File: config.mk
export PLATFORM = sky130hd
export DESIGN_NAME = regfile_param_flat
export DESIGN_NICKNAME = d
export VERILOG_FILES = /design/src/rtl/regfile_param_if.sv /design/src/rtl/regfile_param.sv /design/src/flat_wrapper.sv
export SDC_FILE = /design/constraint.sdc
export NUM_CORES = 2
export LEC_CHECK = 0
export CAP_MARGIN = 25
export CORE_MARGIN = 2
export CORE_UTILIZATION = 30
export DETAILED_ROUTE_END_ITERATION = 10
export GPL_ROUTABILITY_DRIVEN = 0
export PLACE_DENSITY_LB_ADDON = 0.12
export SLEW_MARGIN = 0
export SYNTH_ARGS = -nofsm -noshare
export SYNTH_HDL_FRONTEND = slang
export SYNTH_SLANG_ARGS = --single-unit
File: constraint.sdc
create_clock -name clk -period 49.7 [get_ports clk]
set_input_delay 4.97 -clock clk [delete_from_list [all_inputs] [get_ports clk]]
set_output_delay 4.97 -clock clk [all_outputs]
set_load 0.1 [all_outputs]
File: src/rtl/regfile_param_if.sv
// Register-file access bundle: write port, two read ports, issue/scoreboard strobe.
// master = decode/execute side driving addresses, slave = the register file.
interface regfile_param_if #(
    parameter int WIDTH = 32,
    parameter int DEPTH = 32
);
    localparam int AW = $clog2(DEPTH);

    logic             we;
    logic [AW-1:0]    waddr;
    logic [WIDTH-1:0] wdata;
    logic [AW-1:0]    raddr_a;
    logic [AW-1:0]    raddr_b;
    logic [WIDTH-1:0] rdata_a;
    logic [WIDTH-1:0] rdata_b;
    logic             iss;
    logic [AW-1:0]    iss_addr;
    logic             pend_a;
    logic             pend_b;
    logic [DEPTH-1:0] pend_vec;

    modport master (
        output we, waddr, wdata, raddr_a, raddr_b, iss, iss_addr,
        input  rdata_a, rdata_b, pend_a, pend_b, pend_vec
    );

    modport slave (
        input  we, waddr, wdata, raddr_a, raddr_b, iss, iss_addr,
        output rdata_a, rdata_b, pend_a, pend_b, pend_vec
    );
endinterface

File: src/rtl/regfile_param.sv
// 1W/2R register file with r0 hardwired to zero and per-register pending (scoreboard) bits.
// Latency: writes/issues land on the next clk edge, reads are combinational; RF_BYPASS_EN forwards same-cycle writes.
// Backpressure: none; every write and issue is accepted, clr (async, active-high) clears all state.
module regfile_param #(
    parameter  int WIDTH = 32,
    parameter  int DEPTH = 32,
    localparam int AW    = $clog2(DEPTH)
) (
    input  logic           clk,
    input  logic           clr,
    regfile_param_if.slave rf
);

    logic [WIDTH-1:0] regs [DEPTH];
    logic [DEPTH-1:0] pend;
    logic [DEPTH-1:0] wsel;
    logic [DEPTH-1:0] isel;

    // One-hot write/issue selects; bit 0 is forced low so r0 never changes.
    always_comb begin
        wsel = '0;
        isel = '0;
        if (rf.we)
            wsel[rf.waddr] = 1'b1;
        if (rf.iss)
            isel[rf.iss_addr] = 1'b1;
        wsel[0] = 1'b0;
        isel[0] = 1'b0;
    end

    always_ff @(posedge clk or posedge clr) begin
        if (clr)
            regs <= '{default: '0};
        else if (wsel[rf.waddr])
            regs[rf.waddr] <= rf.wdata;
    end

    // Clear on write, then set on issue, so a reissue of the same destination keeps it pending.
    always_ff @(posedge clk or posedge clr) begin
        if (clr)
            pend <= '0;
        else
            pend <= (pend & ~wsel) | isel;
    end

    logic [WIDTH-1:0] rd_a;
    logic [WIDTH-1:0] rd_b;
    logic             pd_a;
    logic             pd_b;

    always_comb begin
        rd_a = (rf.raddr_a == '0) ? '0 : regs[rf.raddr_a];
        rd_b = (rf.raddr_b == '0) ? '0 : regs[rf.raddr_b];
        pd_a = pend[rf.raddr_a];
        pd_b = pend[rf.raddr_b];
`ifdef RF_BYPASS_EN
        // Forwarding is suppressed under clr so outputs stay zero while it is held.
        if (!clr && wsel[rf.raddr_a]) begin
            rd_a = rf.wdata;
            if (!isel[rf.raddr_a])
                pd_a = 1'b0;
        end
        if (!clr && wsel[rf.raddr_b]) begin
            rd_b = rf.wdata;
            if (!isel[rf.raddr_b])
                pd_b = 1'b0;
        end
`endif
    end

    assign rf.rdata_a  = rd_a;
    assign rf.rdata_b  = rd_b;
    assign rf.pend_a   = pd_a;
    assign rf.pend_b   = pd_b;
    assign rf.pend_vec = pend;

endmodule

File: src/flat_wrapper.sv
// flat-port wrapper written by rule: the top's interface ports become plain ports
module regfile_param_flat 
#(
    parameter  int WIDTH = 32,
    parameter  int DEPTH = 32,
    localparam int AW    = $clog2(DEPTH)
)
  (clk, clr, rf_we, rf_waddr, rf_wdata, rf_raddr_a, rf_raddr_b, rf_iss, rf_iss_addr, rf_rdata_a, rf_rdata_b, rf_pend_a, rf_pend_b, rf_pend_vec);
  regfile_param_if #(.WIDTH(WIDTH), .DEPTH(DEPTH)) rf_i ();
  input  logic clk;
  input  logic clr;
  input wire logic [$bits(rf_i.we)-1:0] rf_we;
  input wire logic [$bits(rf_i.waddr)-1:0] rf_waddr;
  input wire logic [$bits(rf_i.wdata)-1:0] rf_wdata;
  input wire logic [$bits(rf_i.raddr_a)-1:0] rf_raddr_a;
  input wire logic [$bits(rf_i.raddr_b)-1:0] rf_raddr_b;
  input wire logic [$bits(rf_i.iss)-1:0] rf_iss;
  input wire logic [$bits(rf_i.iss_addr)-1:0] rf_iss_addr;
  output wire logic [$bits(rf_i.rdata_a)-1:0] rf_rdata_a;
  output wire logic [$bits(rf_i.rdata_b)-1:0] rf_rdata_b;
  output wire logic [$bits(rf_i.pend_a)-1:0] rf_pend_a;
  output wire logic [$bits(rf_i.pend_b)-1:0] rf_pend_b;
  output wire logic [$bits(rf_i.pend_vec)-1:0] rf_pend_vec;
  assign rf_i.we = rf_we;
  assign rf_i.waddr = rf_waddr;
  assign rf_i.wdata = rf_wdata;
  assign rf_i.raddr_a = rf_raddr_a;
  assign rf_i.raddr_b = rf_raddr_b;
  assign rf_i.iss = rf_iss;
  assign rf_i.iss_addr = rf_iss_addr;
  assign rf_rdata_a = rf_i.rdata_a;
  assign rf_rdata_b = rf_i.rdata_b;
  assign rf_pend_a = rf_i.pend_a;
  assign rf_pend_b = rf_i.pend_b;
  assign rf_pend_vec = rf_i.pend_vec;
  regfile_param #(.WIDTH(WIDTH), .DEPTH(DEPTH)) u_core (.clk(clk), .clr(clr), .rf(rf_i));
endmodule
==> out/summary.txt <==
number of synthesized flops with an enable pin = 0
# rows = 158
sequential power share = 42.0%
Max Cap Viol = 0
data arrival time of the critical path = 10.26 ns
final routed DRC violation total = 0
most used cell, CP = buf_4
critical path buffer and inverter count = 5
number of nets at the end of the flow = 3796
TNS Setup = 0 ns
post-synthesis register bit count = 1055
Yosys top cell by area = dfrtp_1
standby leakage power = 27.0 nW
die width = 436 µm
clock tree from TritonCTS = built
unrepaired setup endpoints after global routing = false
synthesized-area fraction occupied by ao, oa, aoi and oai cells = 5.21%
maximum VDD drop = 34.9 µV
Worst Setup SP = rf_raddr_a[1]
Most used DFF post-synth = dfrtp_1
portion of the post-synthesis area used by sequential elements = 47.2%
cell count after synthesis = 3751
Total Die Area = 190000 µm²
minimum clock period = 15.23 ns
reported net switching power = 833 µW
Clock Latency Late Sink = 0.78 ns
Worst Hold Launch = u_core.regs[1011]$_DFFE_PP0P_
maximum number of buffers from clock root to sink = 3
design area = 64700 µm²
Sinks on Clock Net = 1055
die boundary height = 436 µm
slew at the pin closest to its max-slew limit = 1.12 ns
Placement Cell Area = 60400 µm²
area share of the largest cell type after synthesis = 47.2%
first-pass GRT wire length = 306 mm
cell with the most instances after synthesis = mux2_2
Overflow after GRT = 0
worst reg2reg startpoint = u_core.rf.pend_vec[28]$_DFF_PP0_
area added between synthesis and finish = 15.7%
Initial DRT Pass Iterations = 7
kind of critical path = input port to primary output
adder-cell share of the synthesized area = 0%
highest cell delay on the worst timing path = 1.29 ns
status = finished clean
Placed Cells = 6081
initial cell density of the core = 30.2%
Netlist cell types = 34
global-route usage over all layers = 22.6%
switching share of power = 30.4%
cell area after synthesis = 56000 µm²
number of global-route vias before repair = 37500
critical-path cell list = buf_8 -> buf_4 -> buf_4 -> buf_4 -> mux4_2 -> o2111ai_1 -> a311oi_1 -> clkdlybuf4s50_1
commonest cells in the netlist = mux2_2, dfrtp_1, mux4_2, clkbuf_1, o21ai_0
kind of end point of the critical path = primary output
fin crit share = 30.6%
combinational family with the most area after synthesis = multiplexers
Power Dens Cells = 42.3 nW/µm²
number of nets with antenna violations after detailed routing = 0
internal power component = 1.90 mW
warnings from Yosys = 0
fraction of synthesis flops using an asynchronous set or reset pin = 100%
mean post-synth cell area = 14.9 µm²
Highest Clock Rate = 0.0657 GHz
post-route worst setup slack = 34.47 ns
hold buffer count at cts = 0
Post-Synthesis Net Count = 3807
Wirelength per Cell = 34.2 µm
mean number of vias per cell = 5.70
logic gate share of total power = 23.4%
share of power burned in the clock network = 34.6%
Worst Path Required = 44.73 ns
normalized max-slew margin = 25.4%
worst slack after detailed placement = 34.20 ns
xor/xnor share of the synthesized area = 0%
total clock buffers created by CTS = 131
clock transition at the register clock pins on the worst setup and hold paths after CTS = 0.06 ns
Initial DRC Count = 2836
total I/O pin count = 154
Hold Path Class = register to register
Slew Limit Fails = 0
antenna violations before repair = 17
deepest level of the CTS H-tree = 4
pin count of the biggest net entering global routing = 168
Detailed Place HPWL = 121 mm
critical-path cell with the highest stage delay = clkdlybuf4s50_1
Final Setup Violations = 0
portion of netlist area occupied by mux cells = 42.4%
Filler cells = 18000
sort of element at the start of the critical path = input port
floorplan core area = 185000 µm²
Hold Vio Cnt, Final = 0
kind of cell adding the most delay to the critical path = buffers and inverters
Critical Path Fanout Max = 58
cell types with the largest area share after synthesis = dfrtp_1, mux2_2, mux4_2, mux2i_1, clkbuf_1
total wire length after detailed routing = 216 mm
number of vias in the routed layout = 36000
share of layout cells above drive strength 1 = 50.1%
clock root buffer = clkbuf_16
count of buffers inserted at the top-level ports = 152
final std cells w/o fill = 6315
number of gates resized after cts = 0
fin util = 34.9%
simple-gate area share of the yosys netlist = 1.81%
post-CTS setup-driven buffer insertion count = 0
final worst clock skew = 0 ns
-- cells in the final DEF (no fill, tap or decap), types with 23 or more instances in the layout --
master / netlist / layout
clkdlybuf4s50_1: 0 / 142
mux2i_1: 130 / 130
nand2_1: 63 / 48
o21ai_0: 137 / 137
nor2b_1: 68 / 64
mux4_2: 466 / 466
clkbuf_16: 0 / 137
clkbuf_1: 233 / 32
a22oi_1: 64 / 64
dfrtp_1: 1055 / 1055
buf_4: 25 / 100
a221oi_1: 41 / 41
a311oi_1: 64 / 64
clkbuf_8: 0 / 30
mux2_2: 1058 / 1058
a211oi_1: 64 / 64
o2111ai_1: 23 / 23
-- power groups by stage --
| stage | combinational (mW) | sequential (mW) | clock (mW) |
|---|---|---|---|
| 4_1_cts | 0.646 | 1.15 | 0.969 |
| 2_1_floorplan | 0.459 | 1.16 | 0 |
| 6_report | 0.640 | 1.15 | 0.946 |
| 3_3_place_gp | 0.632 | 1.16 | 0 |
| 3_5_place_dp | 0.644 | 1.16 | 0 |
| 5_1_grt | 0.679 | 1.17 | 1.01 |
-- sequential cells by signal (all words and copies together) (netlist names) --
signal and cells:
u_core.regs 1024, u_core.rf.pend_vec 31
-- metal layers --
layer / global-route usage [%] / part of all wire (%) / vias to the layer above
met5: 0 / 0 / -
met4: 6.62 / 2.8 / 0
met3: 2.94 / 3.9 / 275
met2: 37.7 / 49 / 922
met1: 30.9 / 44 / 20200
li1: - / - / 14600
-- path summary, 6_finish.rpt --
path / slack, ns / depth (start not counted) / endpoint
min reg2reg: 0.39 / 0 / u_core.regs[1011]$_DFFE_PP0P_
max: 34.47 / 8 / rf_rdata_a[31]
min in group asynchronous: 4.81 / 2 / u_core.regs[987]$_DFFE_PP0P_
max reg2reg: 48.88 / 2 / u_core.rf.pend_vec[28]$_DFF_PP0_
min: 0.39 / 0 / u_core.regs[1011]$_DFFE_PP0P_
max in group asynchronous: 41.29 / 6 / u_core.regs[685]$_DFFE_PP0P_
-- per-stage QoR --
stage,hold slack (ns),total power [mW]
after floorplan,0.441,1.62
after global placement,0.377,1.79
after detailed placement,0.384,1.80
after CTS,0.396,2.76
after global routing,0.409,2.86
final,0.393,2.74
-- layout make-up --
type	instances	area (µm²)	area share (%)
multi-input cells	2258	28000	43.2
flip-flops and latches	1055	26400	40.8
clock buffers	199	3960	6.12
well taps	2480	3100	4.79
repair buffers	291	3080	4.76
clock inverters	24	189	0.292
inverters	3	23.8	0.0367
diodes	5	12.5	0.0193
-- cells by family (layout without fill, tap and decap cells) --
family | after synthesis | in the layout
other | 1 | 6
buffers and inverters | 438 | 517
multiplexers | 1654 | 1654
AO/OA/AOI/OAI | 410 | 410
flip-flops | 1055 | 1055
AND/OR/NAND/NOR | 193 | 193
Power figures use the tool's default switching activity.
